[config.mk]
export PLATFORM = sky130hd
export DESIGN_NAME = sram_march_bist
export DESIGN_NICKNAME = d
export VERILOG_FILES = /design/src/rtl/sram_bist_pkg.sv /design/src/rtl/sram_bist_addr_gen.sv /design/src/rtl/sram_march_bist.sv
export SDC_FILE = /design/constraint.sdc
export NUM_CORES = 1
export LEC_CHECK = 0
export ABC_CLOCK_PERIOD_IN_PS = 3700
export BUFFER_PORTS_ARGS = -buffer_cell sky130_fd_sc_hd__buf_2
export CORE_UTILIZATION = 55
export CTS_CLUSTER_SIZE = 24
export DETAILED_ROUTE_END_ITERATION = 7
export GPL_TIMING_DRIVEN = 0
export PLACE_DENSITY = 0.78
export REMOVE_ABC_BUFFERS = 1
export SYNTH_ARGS = -nofsm -noshare
export SYNTH_HDL_FRONTEND = slang
export SYNTH_SLANG_ARGS = --single-unit
[constraint.sdc]
create_clock -name CLK -period 3.7 [get_ports CLK]
set_clock_uncertainty 0.2 [all_clocks]
set_input_delay 0.185 -clock CLK [delete_from_list [all_inputs] [get_ports CLK]]
set_output_delay 0.185 -clock CLK [all_outputs]
set_load 0.005 [all_outputs]
[src/rtl/sram_bist_pkg.sv]
// Shared types, the March C- element table and small lookups for the
// SRAM March BIST sequencer.
//   state_e     : sequencer states (IDLE, RUN, DRAIN, DONE)
//   elem_e      : march element index M0..M5
//   elem_attr_t : per-element direction, read/write polarity and op flags
//   ELEM_TBL    : constant attribute table indexed by elem_e
//   depth_of()  : word count of the macro selected by sel
//   cen_for()   : active-low chip-enable vector for the selected macro
package sram_bist_pkg;

  typedef enum logic [1:0] {
    ST_IDLE  = 2'd0,
    ST_RUN   = 2'd1,
    ST_DRAIN = 2'd2,
    ST_DONE  = 2'd3
  } state_e;

  typedef enum logic [2:0] {
    M0 = 3'd0,
    M1 = 3'd1,
    M2 = 3'd2,
    M3 = 3'd3,
    M4 = 3'd4,
    M5 = 3'd5
  } elem_e;

  // up: ascending addresses; rd_inv: read expects ~P; wr_inv: write ~P
  typedef struct packed {
    logic up;
    logic rd_inv;
    logic wr_inv;
    logic has_rd;
    logic has_wr;
  } elem_attr_t;

  // Entries 6 and 7 are never reached; they keep the index fully decoded.
  localparam elem_attr_t ELEM_TBL [8] = '{
    '{1'b1, 1'b0, 1'b0, 1'b0, 1'b1},  // M0 up   : w P
    '{1'b1, 1'b0, 1'b1, 1'b1, 1'b1},  // M1 up   : r P,  w ~P
    '{1'b1, 1'b1, 1'b0, 1'b1, 1'b1},  // M2 up   : r ~P, w P
    '{1'b0, 1'b0, 1'b1, 1'b1, 1'b1},  // M3 down : r P,  w ~P
    '{1'b0, 1'b1, 1'b0, 1'b1, 1'b1},  // M4 down : r ~P, w P
    '{1'b0, 1'b0, 1'b0, 1'b1, 1'b0},  // M5 down : r P
    elem_attr_t'(5'b00000),
    elem_attr_t'(5'b00000)
  };

  function automatic logic [31:0] depth_of(input logic [1:0] sel,
                                           input int d0, input int d1,
                                           input int d2, input int d3);
    case (sel)
      2'd0:    depth_of = 32'(d0);
      2'd1:    depth_of = 32'(d1);
      2'd2:    depth_of = 32'(d2);
      default: depth_of = 32'(d3);
    endcase
  endfunction

  function automatic logic [3:0] cen_for(input logic [1:0] sel);
    case (sel)
      2'd0:    cen_for = 4'b1110;
      2'd1:    cen_for = 4'b1101;
      2'd2:    cen_for = 4'b1011;
      default: cen_for = 4'b0111;
    endcase
  endfunction

endpackage

[src/rtl/sram_bist_addr_gen.sv]
// Up/down address counter for the march sequencer.
//   clk_i, rst_i : clock, async active-high reset (counter -> 0)
//   load_i       : load the start address for direction load_up_i
//   load_up_i    : direction of the element being loaded (0 or last_i)
//   step_i       : advance one address in direction up_i
//   up_i         : direction of the element currently running
//   last_i       : highest address of the selected macro (N-1)
//   addr_o       : current address (registered)
//   tc_o         : current address is the last one for direction up_i
module sram_bist_addr_gen #(
  parameter int AW = 10
) (
  input  logic          clk_i,
  input  logic          rst_i,
  input  logic          load_i,
  input  logic          load_up_i,
  input  logic          step_i,
  input  logic          up_i,
  input  logic [AW-1:0] last_i,
  output logic [AW-1:0] addr_o,
  output logic          tc_o
);

  logic [AW-1:0] addr_q, addr_d;

  // Next address: load has priority over step.
  always_comb begin
    addr_d = addr_q;
    if (load_i) begin
      addr_d = load_up_i ? {AW{1'b0}} : last_i;
    end else if (step_i) begin
      addr_d = up_i ? (addr_q + AW'(1)) : (addr_q - AW'(1));
    end else begin
      addr_d = addr_q;
    end
  end

  // Address register.
  always_ff @(posedge clk_i or posedge rst_i) begin
    if (rst_i) begin
      addr_q <= {AW{1'b0}};
    end else begin
      addr_q <= addr_d;
    end
  end

  assign addr_o = addr_q;
  assign tc_o   = up_i ? (addr_q == last_i) : (addr_q == {AW{1'b0}});

endmodule

[src/rtl/sram_march_bist.sv]
// March C- BIST sequencer for one of four single-port SRAM macros.
// Every bus output is a register holding the access that executes at the
// next rising edge. Read data is compared one edge after the read executes.
//   CLK, RST    : clock, async active-high reset
//   start       : begin a run (sampled in IDLE only) with sel, pattern
//   Q           : read data from the selected macro
//   CEN/GWEN/WEN/A/D : shared SRAM bus (active-low enables)
//   busy, done  : run in progress / run complete (held until next start)
//   fail, fail_addr, fail_elem, fail_bits : sticky flag + first mismatch
module sram_march_bist
  import sram_bist_pkg::*;
#(
  parameter int AW     = 10,
  parameter int DW     = 8,
  parameter int DEPTH0 = 1024,
  parameter int DEPTH1 = 512,
  parameter int DEPTH2 = 256,
  parameter int DEPTH3 = 256
) (
  input  logic          CLK,
  input  logic          RST,
  input  logic          start,
  input  logic [1:0]    sel,
  input  logic [DW-1:0] pattern,
  input  logic [DW-1:0] Q,
  output logic [3:0]    CEN,
  output logic          GWEN,
  output logic [DW-1:0] WEN,
  output logic [AW-1:0] A,
  output logic [DW-1:0] D,
  output logic          busy,
  output logic          done,
  output logic          fail,
  output logic [AW-1:0] fail_addr,
  output logic [2:0]    fail_elem,
  output logic [DW-1:0] fail_bits
);

  state_e        state_q, state_d;
  elem_e         elem_q, elem_d;
  logic          wr_phase_q, wr_phase_d;  // bus currently carries the write op
  logic [1:0]    sel_q, sel_d;
  logic [DW-1:0] pat_q, pat_d;
  logic [AW-1:0] last_q, last_d;

  logic [3:0]    cen_q, cen_d;
  logic          gwen_q, gwen_d;
  logic [DW-1:0] wen_q, wen_d;
  logic [DW-1:0] d_q, d_d;
  logic          busy_q, busy_d;
  logic          done_q, done_d;

  // Compare stage: the read that executed at the previous edge.
  logic          rd1_q, rd1_d;
  logic [DW-1:0] exp1_q, exp1_d;
  logic [AW-1:0] addr1_q, addr1_d;
  logic [2:0]    elem1_q, elem1_d;

  logic          fail_q, fail_d;
  logic [AW-1:0] fail_addr_q, fail_addr_d;
  logic [2:0]    fail_elem_q, fail_elem_d;
  logic [DW-1:0] fail_bits_q, fail_bits_d;

  logic          load_s, load_up_s, step_s, tc_s;
  logic [AW-1:0] addr_s;
  elem_attr_t    attr_cur_s;
  elem_e         elem_nxt_s;

  assign attr_cur_s = ELEM_TBL[elem_q];
  assign elem_nxt_s = elem_e'(elem_q + 3'd1);

  sram_bist_addr_gen #(.AW(AW)) u_addr_gen (
    .clk_i     (CLK),
    .rst_i     (RST),
    .load_i    (load_s),
    .load_up_i (load_up_s),
    .step_i    (step_s),
    .up_i      (attr_cur_s.up),
    .last_i    (last_q),
    .addr_o    (addr_s),
    .tc_o      (tc_s)
  );

  // Sequencer next state and the next bus access.
  always_comb begin
    state_d    = state_q;
    elem_d     = elem_q;
    wr_phase_d = wr_phase_q;
    sel_d      = sel_q;
    pat_d      = pat_q;
    last_d     = last_q;
    cen_d      = 4'hF;
    gwen_d     = 1'b1;
    wen_d      = {DW{1'b1}};
    d_d        = d_q;
    busy_d     = busy_q;
    done_d     = done_q;
    load_s     = 1'b0;
    load_up_s  = 1'b1;
    step_s     = 1'b0;
    case (state_q)
      ST_IDLE: begin
        if (start) begin
          // First access (M0 w P at address 0) goes out with the accept.
          sel_d      = sel;
          pat_d      = pattern;
          last_d     = AW'(depth_of(sel, DEPTH0, DEPTH1, DEPTH2, DEPTH3) - 32'd1);
          elem_d     = M0;
          wr_phase_d = 1'b1;
          load_s     = 1'b1;
          load_up_s  = 1'b1;
          cen_d      = cen_for(sel);
          gwen_d     = 1'b0;
          wen_d      = {DW{1'b0}};
          d_d        = pattern;
          busy_d     = 1'b1;
          done_d     = 1'b0;
          state_d    = ST_RUN;
        end else begin
          state_d = ST_IDLE;
        end
      end
      ST_RUN: begin
        if (!wr_phase_q && attr_cur_s.has_wr) begin
          // Second half of r+w: write at the same address.
          wr_phase_d = 1'b1;
          cen_d      = cen_for(sel_q);
          gwen_d     = 1'b0;
          wen_d      = {DW{1'b0}};
          d_d        = attr_cur_s.wr_inv ? ~pat_q : pat_q;
        end else if (tc_s) begin
          if (elem_q == M5) begin
            state_d = ST_DRAIN;
          end else begin
            // Element change: reload start address for the new direction.
            elem_d     = elem_nxt_s;
            load_s     = 1'b1;
            load_up_s  = ELEM_TBL[elem_nxt_s].up;
            wr_phase_d = ~ELEM_TBL[elem_nxt_s].has_rd;
            cen_d      = cen_for(sel_q);
            if (ELEM_TBL[elem_nxt_s].has_rd) begin
              gwen_d = 1'b1;
              wen_d  = {DW{1'b1}};
            end else begin
              gwen_d = 1'b0;
              wen_d  = {DW{1'b0}};
              d_d    = ELEM_TBL[elem_nxt_s].wr_inv ? ~pat_q : pat_q;
            end
          end
        end else begin
          step_s     = 1'b1;
          wr_phase_d = ~attr_cur_s.has_rd;
          cen_d      = cen_for(sel_q);
          if (attr_cur_s.has_rd) begin
            gwen_d = 1'b1;
            wen_d  = {DW{1'b1}};
          end else begin
            gwen_d = 1'b0;
            wen_d  = {DW{1'b0}};
            d_d    = attr_cur_s.wr_inv ? ~pat_q : pat_q;
          end
        end
      end
      ST_DRAIN: begin
        busy_d  = 1'b0;
        state_d = ST_DONE;
      end
      ST_DONE: begin
        done_d  = 1'b1;
        state_d = ST_IDLE;
      end
      default: begin
        state_d = ST_IDLE;
      end
    endcase
  end

  // Read pipeline and first-failure capture.
  always_comb begin
    rd1_d       = ~(&cen_q) & gwen_q;
    exp1_d      = attr_cur_s.rd_inv ? ~pat_q : pat_q;
    addr1_d     = addr_s;
    elem1_d     = elem_q;
    fail_d      = fail_q;
    fail_addr_d = fail_addr_q;
    fail_elem_d = fail_elem_q;
    fail_bits_d = fail_bits_q;
    if ((state_q == ST_IDLE) && start) begin
      fail_d      = 1'b0;
      fail_addr_d = {AW{1'b0}};
      fail_elem_d = 3'd0;
      fail_bits_d = {DW{1'b0}};
    end else if (rd1_q && (Q != exp1_q)) begin
      fail_d = 1'b1;
      if (!fail_q) begin
        fail_addr_d = addr1_q;
        fail_elem_d = elem1_q;
        fail_bits_d = Q ^ exp1_q;
      end else begin
        fail_addr_d = fail_addr_q;
      end
    end else begin
      fail_d = fail_q;
    end
  end

  // State, bus and status registers.
  always_ff @(posedge CLK or posedge RST) begin
    if (RST) begin
      state_q     <= ST_IDLE;
      elem_q      <= M0;
      wr_phase_q  <= 1'b0;
      sel_q       <= 2'd0;
      pat_q       <= {DW{1'b0}};
      last_q      <= {AW{1'b0}};
      cen_q       <= 4'hF;
      gwen_q      <= 1'b1;
      wen_q       <= {DW{1'b1}};
      d_q         <= {DW{1'b0}};
      busy_q      <= 1'b0;
      done_q      <= 1'b0;
      rd1_q       <= 1'b0;
      exp1_q      <= {DW{1'b0}};
      addr1_q     <= {AW{1'b0}};
      elem1_q     <= 3'd0;
      fail_q      <= 1'b0;
      fail_addr_q <= {AW{1'b0}};
      fail_elem_q <= 3'd0;
      fail_bits_q <= {DW{1'b0}};
    end else begin
      state_q     <= state_d;
      elem_q      <= elem_d;
      wr_phase_q  <= wr_phase_d;
      sel_q       <= sel_d;
      pat_q       <= pat_d;
      last_q      <= last_d;
      cen_q       <= cen_d;
      gwen_q      <= gwen_d;
      wen_q       <= wen_d;
      d_q         <= d_d;
      busy_q      <= busy_d;
      done_q      <= done_d;
      rd1_q       <= rd1_d;
      exp1_q      <= exp1_d;
      addr1_q     <= addr1_d;
      elem1_q     <= elem1_d;
      fail_q      <= fail_d;
      fail_addr_q <= fail_addr_d;
      fail_elem_q <= fail_elem_d;
      fail_bits_q <= fail_bits_d;
    end
  end

  assign CEN       = cen_q;
  assign GWEN      = gwen_q;
  assign WEN       = wen_q;
  assign A         = addr_s;
  assign D         = d_q;
  assign busy      = busy_q;
  assign done      = done_q;
  assign fail      = fail_q;
  assign fail_addr = fail_addr_q;
  assign fail_elem = fail_elem_q;
  assign fail_bits = fail_bits_q;

endmodule

==> results.tsv <==
stage	metric	value	unit
outcome	outcome	finished, final reports clean	
synth	yosys.area.top_type	dfrtp_1	
setup_path	path_max_fanout	9	
setup_path	reg2reg_depth	11	
synth	synthDistinctLibCells	58	
run	maxCapViolCount	0	
route	wl_per_cell	15.5	um
route	drc	0	
global_routing	grt_pass1_wl	16500	um
sta	setup_violations	0	
worst_hold_path	hp-class	input pin to flip-flop	
cts	clk_pin_slew	0.09	ns
synth	postSynthCellCount	445	
cells_and_area	final_area	5460	um2
route	num_vias	3510	
power_and_ir_drop	p_switching	1.89	mW
sta	min_period	3.27	ns
sta	max_freq	0.306	GHz
synth	syn_area	4690	um2
cts	post_cts_buffers	0	
sta	timing.final.crit_share	0.883	
die	pin_count	76	
sta	hold_violations	0	
place	placed_cells	602	
synth	synth_edf_count	0	
power_and_ir_drop	intPower	2.71	mW
cells_and_area	drive_gt1_frac	0.231	
sta	rsz0062_at_grt	no	
worst_hold_path	holdPathEnd	CEN[3]	
setup_path	worstReg2RegStart	elem1_d[0]	
global_routing	grt_max_degree	53	
place	post-place-ws	0.0660	ns
worst_hold_path	hold_depth	4	
place	place_area	5080	um2
cells_and_area	multi_input_area	2250	um2
die	die_w	94.3	um
cts	clock_latency	0.35	ns
setup_path	startpoint_type	flip-flop	
power_and_ir_drop	pwr-share-comb	0.475	
die	die_h	94.3	um
cells_and_area	regArea	2210	um2
sta	tns	0	ns
global_routing	first_global_vias	3510	
route	routed_wirelength	9890	um
power_and_ir_drop	p_clk_frac	0.134	
sta	worst_slew_pin_slew	0.987	ns
sta	max_slew_margin	0.342	
place	dpl.hpwl	6690	um
worst_hold_path	min_from	start	
power_and_ir_drop	power.ir.vdd_worst	0.441	mV
cts	cts_root_buffer	clkbuf_8	
cts	cts_max_level	3	
synth	synth_top_area_frac	0.443	
setup_path	critical_path_arrival	3.36	ns
cells_and_area	diodes	0	
global_routing	overflow	0	
power_and_ir_drop	p_per_area	842	nW/um2
setup_path	critPathRequiredTime	3.79	ns
synth	yosysWarnings	0	
synth	ys.flop_type	dfrtp_1	
power_and_ir_drop	total_power	4.60	mW
route	dr.pass1.iters	4	
setup_path	rr_endpoint	u_addr_gen.addr_o[9]	
global_routing	grt_use_total	0.242	
sta	worst_slack	0.432	ns
cells_and_area	layout.nets	571	
power_and_ir_drop	seqPwrFrac	0.391	
global_routing	antenna_found_initial	0	
synth	yosys-top-cells-area	dfrtp_1 44%, mux2i_1 6.2%, xnor2_1 6.2%	
place	place.gp.congestion	0.866	
sta	drv_slew	0	
synth	ys_ff_latch	88	
setup_path	end_kind	flip-flop	
route	drt-initial-drc-count	200	
cts	cts_tree	done	
die	start_util	0.570	
cts	cts_buffers	9	
power_and_ir_drop	p_leak	2.59	nW
power_and_ir_drop	switching_share	0.410	
cts	clock_path_buffers	2	
cells_and_area	area_delta_synth_final	16.5	%
synth	syn_area_per_cell	10.5	um2
synth	ys_top_cells_by_count	83 x dfrtp_1, 62 x nand2_1, 33 x xnor2_1	
cells_and_area	fillers	626	
die	coreArea	8220	um2
cells_and_area	layout.cells.non_filler	638	
place	io_buffer_count	75	
route	ant_nets	0	
synth	yosysSeqAreaShare	0.471	
setup_path	r2r_slack	0.43	ns
cts	clock_sinks	88	
setup_path	path_class	flip-flop to flip-flop	
synth	synth.most_common_cell	dfrtp_1	
die	rows	33	
route	vias_per_cell	5.50	
synth	synth-async-reset-ratio	1.00	
die	die_area	8900	um2
## state kept, by name (all words and copies together) (netlist names), 2 cells and up
register           flops
CEN                    4
D                      8
addr1_q               10
elem1_d                3
elem1_q                3
exp1_q                 8
fail_addr             10
fail_bits              8
fail_elem              3
last_q                 3
pat_q                  8
sel_q                  2
state_q                2
u_addr_gen.addr_o     10
## worst max-delay path, stage by stage, from the launching register on
cell     delay, ns
dfrtp_1       0.48
ha_1          0.24
inv_1         0.05
ha_1          0.28
inv_1         0.23
ha_1          0.35
a211o_2       0.35
and3_1        0.17
o22ai_1       0.15
xnor2_1       0.11
or4b_1        0.50
nand3_1       0.09
## how the worst max path moves through the flow
stage                          start              endpoint  slack [ns]  cells after the start
after CTS                 state_q[0]                  D[4]        0.01                      6
after floorplan           elem1_d[0]  u_addr_gen.addr_o[9]        0.79                     11
after global placement           RST  u_addr_gen.addr_o[8]        0.14                      2
final                     elem1_d[0]  u_addr_gen.addr_o[9]        0.43                     11
after detailed placement  state_q[0]                  D[7]        0.07                      6
after global routing      elem1_d[0]  u_addr_gen.addr_o[9]        0.25                     11
## placed cells by master (no fill, tap or decap), drive strengths merged, types with 5 or more instances in the layout
master | Yosys | layout
dfrtp | 83 | 83
buf | 11 | 77
nand2 | 62 | 62
xnor2 | 33 | 33
nor2 | 31 | 31
mux2i | 29 | 29
o21ai | 21 | 21
ha | 21 | 21
dlygate4sd3 | 0 | 20
inv | 18 | 20
a21oi | 14 | 14
clkbuf | 14 | 11
mux2 | 10 | 10
xor2 | 9 | 9
a211oi | 9 | 9
nand3 | 8 | 8
a2bb2oi | 8 | 8
dfstp | 5 | 5
nor3 | 5 | 5
## cell type report
class	count	share of cell area
multi-input combinational	314	0.412
sequential	88	0.404
timing repair buffer	97	0.113
clock buffer	11	0.0259
tap	105	0.0241
inverter	18	0.0128
clock inverter	5	0.00710
## kinds of logic after synthesis
family	Yosys count	synth area share
compound gates	79	0.119
xor+xnor	42	0.0785
fa+ha+maj	22	0.0603
buf+inv	43	0.0491
flops	88	0.471
mux	39	0.0860
simple gates	132	0.136
## stage by stage
stage | utilization | hold slack [ns]
3_5_place_dp | 0.618 | 0.0431
4_1_cts | 0.664 | 0.0184
5_1_grt | 0.665 | 0.0458
2_1_floorplan | - | 0.0832
3_3_place_gp | 0.612 | 0.185
6_report | 0.665 | 0.0336
## repair_timing
item / in CTS / in global routing
hold endpoints to repair: 59 / 0
hold buffers: 20 / 0
gates resized for setup: 0 / 0
endpoints found under the setup margin: 0 / 0
## power by group through the flow
stage	Combinational [mW]	Sequential (mW)	Clock [mW]
4_1_cts	2.19	1.80	0.628
5_1_grt	2.43	1.86	0.678
2_1_floorplan	1.50	1.76	0
3_5_place_dp	2.14	1.81	0
6_report	2.19	1.80	0.615
3_3_place_gp	2.04	1.78	0
## per-layer routing
layer	vias up	wire [um]	track usage
met5	-	0	0
met4	0	241	0.113
met3	21	538	0.0534
met2	114	4700	0.378
met1	1682	4410	0.319
li1	1693	-	-
Note: power is estimated with default switching activity, not from simulation.
